`src/rtl/alu_cmd_driver_if.sv`:
```
// ---------------------------------------------------------------------------
// alu_cmd_driver_if
// Bundles the three buses around alu_cmd_driver:
//   cmd_*  : command channel (valid/ready) from the command source
//   alu_*  : registered operands/opcode out to the ALU, result/flags back
//   rsp_*  : response channel (valid/ready) to the consumer, plus op_count
// Modports:
//   slave  : the driver's view (accepts commands, produces responses)
//   master : the environment's view (command source, ALU and consumer)
// ---------------------------------------------------------------------------
interface alu_cmd_driver_if #(
    parameter int COUNT_W = 16
);
    // command channel
    logic               cmd_valid;
    logic               cmd_ready;
    logic [3:0]         cmd_a;
    logic [3:0]         cmd_b;
    logic [2:0]         cmd_op;
    // ALU side
    logic [3:0]         alu_a;
    logic [3:0]         alu_b;
    logic [2:0]         alu_opcode;
    logic [7:0]         alu_result;
    logic               alu_zero;
    logic               alu_carry;
    // response channel
    logic               rsp_valid;
    logic               rsp_ready;
    logic [7:0]         rsp_result;
    logic               rsp_zero;
    logic               rsp_carry;
    logic               rsp_divzero;
    logic               rsp_illegal;
    logic [COUNT_W-1:0] op_count;

    modport slave (
        input  cmd_valid, cmd_a, cmd_b, cmd_op,
        output cmd_ready,
        output alu_a, alu_b, alu_opcode,
        input  alu_result, alu_zero, alu_carry,
        output rsp_valid, rsp_result, rsp_zero, rsp_carry, rsp_divzero, rsp_illegal,
        input  rsp_ready,
        output op_count
    );

    modport master (
        output cmd_valid, cmd_a, cmd_b, cmd_op,
        input  cmd_ready,
        input  alu_a, alu_b, alu_opcode,
        output alu_result, alu_zero, alu_carry,
        input  rsp_valid, rsp_result, rsp_zero, rsp_carry, rsp_divzero, rsp_illegal,
        output rsp_ready,
        input  op_count
    );
endinterface

```
`src/rtl/alu_cmd_driver.sv`:
```
// ---------------------------------------------------------------------------
// alu_cmd_driver
// Initiator-side front end for the 4-bit combinational ALU. Takes one command
// at a time, holds its operands on the ALU for SETTLE_CYCLES edges, samples
// the result and flags, and presents them as a response until consumed.
// Ports:
//   clk  : system clock, rising edge
//   rst  : asynchronous active-high reset
//   bus  : alu_cmd_driver_if.slave (cmd_*, alu_*, rsp_*, op_count)
// Parameters:
//   SETTLE_CYCLES : edges the operands are held before sampling (1..15)
//   COUNT_W       : width of the wrapping completed-response counter; must
//                   match the COUNT_W of the connected interface
// ---------------------------------------------------------------------------
module alu_cmd_driver #(
    parameter int SETTLE_CYCLES = 1,
    parameter int COUNT_W       = 16
) (
    input  logic             clk,
    input  logic             rst,
    alu_cmd_driver_if.slave  bus
);
    typedef enum logic [1:0] {
        IDLE,
        SETTLE,
        RESP
    } state_t;

    // The counter is loaded with SETTLE_CYCLES-1 so that sampling happens on
    // the SETTLE_CYCLES-th edge after the accept edge.
    localparam logic [3:0] LP_SETTLE_LOAD = 4'(SETTLE_CYCLES - 1);

    state_t             r_state;
    logic [3:0]         r_settle_cnt;
    logic [3:0]         r_alu_a;
    logic [3:0]         r_alu_b;
    logic [2:0]         r_alu_opcode;
    logic               r_divzero;
    logic               r_illegal;
    logic               r_rsp_valid;
    logic [7:0]         r_rsp_result;
    logic               r_rsp_zero;
    logic               r_rsp_carry;
    logic               r_rsp_divzero;
    logic               r_rsp_illegal;
    logic [COUNT_W-1:0] r_op_count;

    logic               w_cmd_ready;

    // Ready is a pure decode of state so a command can never be taken while
    // an operation is in flight.
    assign w_cmd_ready    = (r_state == IDLE);

    assign bus.cmd_ready   = w_cmd_ready;
    assign bus.alu_a       = r_alu_a;
    assign bus.alu_b       = r_alu_b;
    assign bus.alu_opcode  = r_alu_opcode;
    assign bus.rsp_valid   = r_rsp_valid;
    assign bus.rsp_result  = r_rsp_result;
    assign bus.rsp_zero    = r_rsp_zero;
    assign bus.rsp_carry   = r_rsp_carry;
    assign bus.rsp_divzero = r_rsp_divzero;
    assign bus.rsp_illegal = r_rsp_illegal;
    assign bus.op_count    = r_op_count;

    // NOTE: every register here, datapath included, is reset so an aborted
    // operation leaves no stale operands on the ALU and no stale response.
    always_ff @(posedge clk or posedge rst) begin
        if (rst) begin
            r_state       <= IDLE;
            r_settle_cnt  <= '0;
            r_alu_a       <= '0;
            r_alu_b       <= '0;
            r_alu_opcode  <= '0;
            r_divzero     <= 1'b0;
            r_illegal     <= 1'b0;
            r_rsp_valid   <= 1'b0;
            r_rsp_result  <= '0;
            r_rsp_zero    <= 1'b0;
            r_rsp_carry   <= 1'b0;
            r_rsp_divzero <= 1'b0;
            r_rsp_illegal <= 1'b0;
            r_op_count    <= '0;
        end else begin
            // NOTE: non-blocking assignments only, so every branch below sees
            // the pre-edge values of all state regardless of statement order.
            case (r_state)
                IDLE: begin
                    if (bus.cmd_valid) begin
                        r_alu_a      <= bus.cmd_a;
                        r_alu_b      <= bus.cmd_b;
                        r_alu_opcode <= bus.cmd_op;
                        r_divzero    <= (bus.cmd_op == 3'b011) && (bus.cmd_b == 4'd0);
                        r_illegal    <= (bus.cmd_op > 3'b011);
                        r_settle_cnt <= LP_SETTLE_LOAD;
                        r_state      <= SETTLE;
                    end
                end

                SETTLE: begin
                    if (r_settle_cnt == 4'd0) begin
                        // ALU output is captured untouched, illegal ops included.
                        r_rsp_result  <= bus.alu_result;
                        r_rsp_zero    <= bus.alu_zero;
                        r_rsp_carry   <= bus.alu_carry;
                        r_rsp_divzero <= r_divzero;
                        r_rsp_illegal <= r_illegal;
                        r_rsp_valid   <= 1'b1;
                        r_state       <= RESP;
                    end else begin
                        r_settle_cnt <= r_settle_cnt - 4'd1;
                    end
                end

                RESP: begin
                    // rsp_* are left alone so they read the last response
                    // after the handshake as well as during backpressure.
                    if (bus.rsp_ready) begin
                        r_rsp_valid <= 1'b0;
                        r_op_count  <= r_op_count + COUNT_W'(1);
                        r_state     <= IDLE;
                    end
                end

                default: begin
                    r_state <= IDLE;
                end
            endcase
        end
    end
endmodule

```
`src/flat_wrapper.sv`:
```
// flat-port wrapper written by rule: the top's interface ports become plain ports
module alu_cmd_driver_flat 
#(
    parameter int SETTLE_CYCLES = 1,
    parameter int COUNT_W       = 16
)
  (clk, rst, bus_cmd_valid, bus_cmd_a, bus_cmd_b, bus_cmd_op, bus_cmd_ready, bus_alu_a, bus_alu_b, bus_alu_opcode, bus_alu_result, bus_alu_zero, bus_alu_carry, bus_rsp_valid, bus_rsp_result, bus_rsp_zero, bus_rsp_carry, bus_rsp_divzero, bus_rsp_illegal, bus_rsp_ready, bus_op_count);
  alu_cmd_driver_if #(.COUNT_W(COUNT_W)) bus_i ();
  input  logic clk;
  input  logic rst;
  input wire logic [$bits(bus_i.cmd_valid)-1:0] bus_cmd_valid;
  input wire logic [$bits(bus_i.cmd_a)-1:0] bus_cmd_a;
  input wire logic [$bits(bus_i.cmd_b)-1:0] bus_cmd_b;
  input wire logic [$bits(bus_i.cmd_op)-1:0] bus_cmd_op;
  output wire logic [$bits(bus_i.cmd_ready)-1:0] bus_cmd_ready;
  output wire logic [$bits(bus_i.alu_a)-1:0] bus_alu_a;
  output wire logic [$bits(bus_i.alu_b)-1:0] bus_alu_b;
  output wire logic [$bits(bus_i.alu_opcode)-1:0] bus_alu_opcode;
  input wire logic [$bits(bus_i.alu_result)-1:0] bus_alu_result;
  input wire logic [$bits(bus_i.alu_zero)-1:0] bus_alu_zero;
  input wire logic [$bits(bus_i.alu_carry)-1:0] bus_alu_carry;
  output wire logic [$bits(bus_i.rsp_valid)-1:0] bus_rsp_valid;
  output wire logic [$bits(bus_i.rsp_result)-1:0] bus_rsp_result;
  output wire logic [$bits(bus_i.rsp_zero)-1:0] bus_rsp_zero;
  output wire logic [$bits(bus_i.rsp_carry)-1:0] bus_rsp_carry;
  output wire logic [$bits(bus_i.rsp_divzero)-1:0] bus_rsp_divzero;
  output wire logic [$bits(bus_i.rsp_illegal)-1:0] bus_rsp_illegal;
  input wire logic [$bits(bus_i.rsp_ready)-1:0] bus_rsp_ready;
  output wire logic [$bits(bus_i.op_count)-1:0] bus_op_count;
  assign bus_i.cmd_valid = bus_cmd_valid;
  assign bus_i.cmd_a = bus_cmd_a;
  assign bus_i.cmd_b = bus_cmd_b;
  assign bus_i.cmd_op = bus_cmd_op;
  assign bus_cmd_ready = bus_i.cmd_ready;
  assign bus_alu_a = bus_i.alu_a;
  assign bus_alu_b = bus_i.alu_b;
  assign bus_alu_opcode = bus_i.alu_opcode;
  assign bus_i.alu_result = bus_alu_result;
  assign bus_i.alu_zero = bus_alu_zero;
  assign bus_i.alu_carry = bus_alu_carry;
  assign bus_rsp_valid = bus_i.rsp_valid;
  assign bus_rsp_result = bus_i.rsp_result;
  assign bus_rsp_zero = bus_i.rsp_zero;
  assign bus_rsp_carry = bus_i.rsp_carry;
  assign bus_rsp_divzero = bus_i.rsp_divzero;
  assign bus_rsp_illegal = bus_i.rsp_illegal;
  assign bus_i.rsp_ready = bus_rsp_ready;
  assign bus_op_count = bus_i.op_count;
  alu_cmd_driver #(.SETTLE_CYCLES(SETTLE_CYCLES), .COUNT_W(COUNT_W)) u_core (.clk(clk), .rst(rst), .bus(bus_i));
endmodule
```
`config.mk`:
```
export PLATFORM = sky130hd
export DESIGN_NAME = alu_cmd_driver_flat
export DESIGN_NICKNAME = d
export VERILOG_FILES = /design/src/rtl/alu_cmd_driver_if.sv /design/src/rtl/alu_cmd_driver.sv /design/src/flat_wrapper.sv
export SDC_FILE = /design/constraint.sdc
export NUM_CORES = 1
export LEC_CHECK = 0
export BUFFER_PORTS_ARGS = -buffer_cell sky130_fd_sc_hd__buf_2
export CORE_ASPECT_RATIO = 0.75
export CORE_MARGIN = 2
export CORE_UTILIZATION = 45
export DETAILED_ROUTE_END_ITERATION = 8
export PLACE_DENSITY_LB_ADDON = 0.2
export SETUP_SLACK_MARGIN = 0.3
export SLEW_MARGIN = 20
export SYNTH_ARGS = -nofsm -noshare
export SYNTH_HDL_FRONTEND = slang
export SYNTH_SLANG_ARGS = --single-unit
```
`constraint.sdc`:
```
create_clock -name clk -period 1.8 [get_ports clk]
set_clock_uncertainty 0.1 [all_clocks]
set_input_delay 0.27 -clock clk [delete_from_list [all_inputs] [get_ports clk]]
set_output_delay 0.27 -clock clk [all_outputs]
set_load 0.02 [all_outputs]
```
## Word level (Yosys, flattened, before mapping)

Index checks and enable logic that the tools add are counted.

- Flip-flop bits (word level): 48
- Output and inout bits: 41

- $add $sub $neg: 2
- Magnitude comparators: 1
- Equal/unequal tests: 7
- Multiplexer cells: 10
- Reductions and logical operators: 12

Operators by type and width:

| cell | count |
|---|---|
| $add 16x1->16 const B | 1 |
| $reduce_and 3->1 | 3 |
| $logic_not 4->1 | 2 |
| $mux 4 | 2 |
| $pmux 4 s2 | 1 |
| $mux 2 | 3 |
| $ne 2x2->1 const B | 3 |
| $pmux 2 s3 | 1 |
| $reduce_and 2->1 | 3 |
| $reduce_bool 2->1 | 2 |
| $sub 4x1->4 const B | 1 |
| $eq 3x2->1 const B | 1 |
| $gt 3x2->1 const B | 1 |
| $eq 2x1->1 const B | 1 |
| $eq 2x2->1 const B | 1 |
| $logic_not 2->1 | 1 |
| $mux 1 | 2 |
| $ne 2x1->1 const B | 1 |
| $pmux 1 s2 | 1 |
| $logic_and 1x1->1 | 1 |

## Longest topological paths before layout

- Word-level depth: 3
- Depth in mapped cells: 7
- Gate-level depth less buffers: 6

## Worst setup path after synthesis

OpenSTA, ideal clock, no wires.

- Path type: register -> register
- Start: register u_core.r_settle_cnt[0]
- End: register u_core.r_rsp_carry, in the netlist u_core.bus.rsp_carry
- Setup time: 0.125 ns
- Arrival time: 1.586 ns
- Setup slack: -0.011 ns
- Cell stages (with the launch flop): 8
- Path buffers: 1
- Period minus slack after synthesis: 1.811 ns
- Cells stage by stage: dfrtp_1 inv_1 ha_1 nor3b_4 nand2_2 nor2_4 buf_12 mux2_4

- Word-level cells in the longest chain between the ends: 2

Ends and longest elaborated chain:

| item | line | source |
|---|---|---|
| from (decl) | alu_cmd_driver.sv:34 | `logic [3:0] r_settle_cnt;` |
| from (signal assigned) | alu_cmd_driver.sv:111 | `r_settle_cnt <= r_settle_cnt - 4'd1;` |
| $logic_not 4->1 | alu_cmd_driver.sv:101 | `if (r_settle_cnt == 4'd0) begin` |
| $reduce_and 2->1 (no source line) | -- |  |
| to (signal assigned) | alu_cmd_driver.sv:105 | `r_rsp_carry <= bus.alu_carry;` |
| to (decl) | alu_cmd_driver.sv:43 | `logic r_rsp_carry;` |

Every way passes these cells.
A chain may end at the register's enable or synchronous reset.

## Final worst setup path

- Start: register u_core.r_settle_cnt[0]
- End: register u_core.r_rsp_result[1], in the netlist u_core.bus.rsp_result[1]

- Word-level cells in the longest chain between the ends: 2

Ends and longest elaborated chain:

| item | line | source |
|---|---|---|
| $logic_not 4->1 | alu_cmd_driver.sv:101 |  |
| $reduce_and 2->1 (no source line) | -- |  |
| to (signal assigned) | alu_cmd_driver.sv:103 | `r_rsp_result <= bus.alu_result;` |
| to (decl) | alu_cmd_driver.sv:41 | `logic [7:0] r_rsp_result;` |

Every way passes these cells.

==> impl_metrics.py <==
metrics = {
    "yosys": {
        "ys_ff_latch": 48,
        "synthTopCellsByArea": "dfrtp_1 (57%), nand2_1 (8.7%), mux2_4 (5.7%)",
        "synth_largest_area_cell": "dfrtp_1",
        "synth_fp_nets": 209,
        "yosysWarnings": 0,
        "syn_avg_cell_area_um2": 11.7,
        "syn_inst": 181,
        "netlist-cell-type-count": 35,
        "syn_area_um2": 2110,
        "yosysTopAreaCellShare_pct": 56.9,
        "synth_seq_area_share_pct": 56.9,
    },
    "global_route": {
        "overflow": 0,
        "grt_usage_pct": 17.7,
        "antenna_found_initial": 0,
        "grt_pass1_wl_um": 7520,
        "grt_max_degree": 43,
        "grt_pass1_vias": 1606,
    },
    "placed_design": {
        "io_buffer_count": 65,
        "post-place-ws_ns": 0.0771,
        "place.gp.congestion": 0.757,
        "dp_hpwl_um": 2960,
        "placed_area_um2": 2560,
    },
    "die": {
        "fp.dieArea_um2": 5260,
        "ioPinCount": 66,
        "die_width_um": 83.1,
        "core_um2": 4490,
        "rows": 21,
        "die_y_um": 63.3,
        "initial_utilization_pct": 47.0,
    },
    "worst_setup_path": {
        "worstSetupStartpointType": "flip-flop",
        "required_ns": 1.89,
        "worst_setup_path_end_kind": "flip-flop",
        "crit_arrival_ns": 1.77,
        "cpMaxStageDelayCell": "dfrtp_1",
        "slowest_delay_ns": 0.40,
        "timing_worst_setup_path_type": "flip-flop to flip-flop",
        "reg2reg_depth": 7,
        "critPathMaxFanout": 10,
        "crit_path_cell_trace": "inv_2 > ha_4 > nor3b_4 > nand2_2 > nor2_4 > buf_12 > mux2_4",
    },
    "status": {
        "status": "complete, no violations",
    },
    "detailed_routing": {
        "vias_per_cell": 4.79,
        "via_count": 1561,
        "post_drt_wl_per_cell_um": 13.5,
        "drt-initial-drc-count": 70,
        "ant_nets": 0,
        "dr.pass1.iters": 4,
        "routed_wl_um": 4400,
        "drcViolationCount": 0,
    },
    "finish": {
        "n_fill_cell": 379,
        "layout_commonest_cell": "buf_2",
        "final_cell_mix": "buf_2 (64), nand2_1 (48), dfrtp_1 (43)",
        "stdcell_area_um2": 2880,
        "post-route-util_pct": 64.0,
        "multi_input_area_um2": 948,
        "n_antenna_cell": 0,
        "area_growth_pct": 36.3,
        "seqCellArea_um2": 1210,
        "drive_gt1_share_pct": 50.6,
        "nets": 296,
    },
    "clocking": {
        "clk_pin_slew_worst_paths_ns": 0.09,
        "worstSkewPairLatency_ns": 0.30,
        "htree_levels": 2,
        "clock_sinks": 48,
        "cts_root_buf": "clkbuf_8",
        "numCtsBuffers": 5,
        "cts_tree": "yes",
        "cts.path.max_buffers": 2,
    },
    "run": {
        "cap_violations": 0,
    },
    "timing": {
        "fin_ws_ns": 0.122,
        "maxSlewHeadroom_pct": 76.8,
        "worstMarginPinSlew_ns": 0.347,
        "clock.fmax_ghz": 0.596,
        "setup_viol": 0,
        "rsz0062_at_grt": "true",
        "drv_slew": 0,
        "hold_viol_final": 0,
        "period_share_pct": 93.2,
        "finalCriticalPeriod_ns": 1.68,
    },
    "min_path": {
        "holdPathStages": 3,
        "min_path_type": "primary input to flip-flop",
    },
    "power": {
        "cellLeakagePower_nw": 1.51,
        "ir_drop_mv": 0.772,
        "total_power_w": 0.00456,
        "pwr_density_cell_nw_per_um2": 1590,
    },
}
[power breakdown]
group	leakage [nW]	switching, W	total (W)	internal (W)
Sequential	0.607	0.000254	0.00169	0.00144
Clock	0.0541	0.000364	0.000775	0.000411
Combinational	0.846	0.00106	0.00210	0.00103
[sequential cells by signal (all words and copies together) (netlist names), 2 cells and up]
register,flops
u_core.bus.op_count,16
u_core.bus.rsp_result,8
u_core.bus.alu_a,4
u_core.bus.alu_b,4
u_core.r_settle_cnt,4
u_core.bus.alu_opcode,3
u_core.r_state,2
[final cells by class]
class / instances / share of cell area [%]
Sequential cell: 48 / 42.0
Multi-Input combinational cell: 124 / 33.0
Timing Repair Buffer: 85 / 18.1
Tap cell: 57 / 2.48
Clock buffer: 5 / 2.39
Clock inverter: 3 / 1.48
Inverter: 4 / 0.652
[worst max-delay path, delay by kind of cell (launching register included)]
family / cells / cell delay, ns
fa+ha+maj: 1 / 0.12
buf+inv: 2 / 0.23
flops: 1 / 0.40
mux: 1 / 0.30
simple gates: 3 / 0.40
[Yosys cell counts]
master    count
a21o_1        2
a21oi_1       1
a22o_1        2
and2_1        1
and4_1        1
buf_12        1
buf_2         2
buf_4         1
clkbuf_1      1
dfrtp_1      48
ha_1          3
inv_1         4
mux2_2        5
mux2_4        8
nand2_1      49
nand2_2       1
nand3_1       6
nand3b_4      1
nand4_1       5
nor2_1        6
nor2_2        2
nor2_4        1
nor2b_1       1
nor3_1        1
nor3_2        1
nor3_4        2
nor3b_4       1
nor4b_1       1
o21ai_0       3
o21bai_1      1
o41ai_1       1
or2_2         1
or4b_1        1
xnor2_1      13
xor2_1        3
[cell families (layout without fill, tap and decap cells)]
family	Yosys count	in the layout	share of synthesized area, %
AOI/OAI and AO/OA	10	10	3.26
adders and majority gates	3	3	1.78
and+or+nand+nor	82	82	20.4
DFF	48	48	56.9
muxes	13	13	8.36
xor gates and xnor gates	16	16	6.64
buffers and inverters	9	97	2.67
[layer usage]
metal,global-route usage [%],wire length (um),vias to the layer above
met4,4.92,44,0
met2,26.2,1900,49
met3,5.77,295,7
met1,25.0,2160,736
met5,0,0,-
li1,-,-,769
[timing repair]
action | CTS | global route
setup endpoints to repair | 30 | 31
hold endpoints to repair | 6 | 0
pin swaps | 6 | 8
setup buffers | 8 | 3
hold buffers | 1 | 0
resized for setup | 20 | 13
cloned | 0 | 0
[stage by stage]
step / hold slack (ns) / std cells / setup TNS [ns]
floorplan: 0.200 / 181 / -0.0872
global placement: 0.0930 / 306 / 0
detailed placement: 0.0934 / 306 / 0
CTS: 0.0560 / 323 / 0
global route: 0.0731 / 326 / 0
finish: 0.0599 / 326 / 0
[final timing paths]
path | start | to | slack [ns]
max in group asynchronous | rst | u_core.r_state[0] | 0.83
setup / recovery | u_core.r_settle_cnt[0] | u_core.bus.rsp_result[1] | 0.12
hold / removal | bus_cmd_a[1] | u_core.bus.alu_a[1] | 0.06
hold reg to reg | u_core.bus.alu_b[3] | u_core.bus.alu_b[3] | 0.38
min in group asynchronous | rst | u_core.bus.rsp_carry | 0.32
setup reg to reg | u_core.r_settle_cnt[0] | u_core.bus.rsp_result[1] | 0.12
Note: power is estimated with default switching activity, not from simulation.
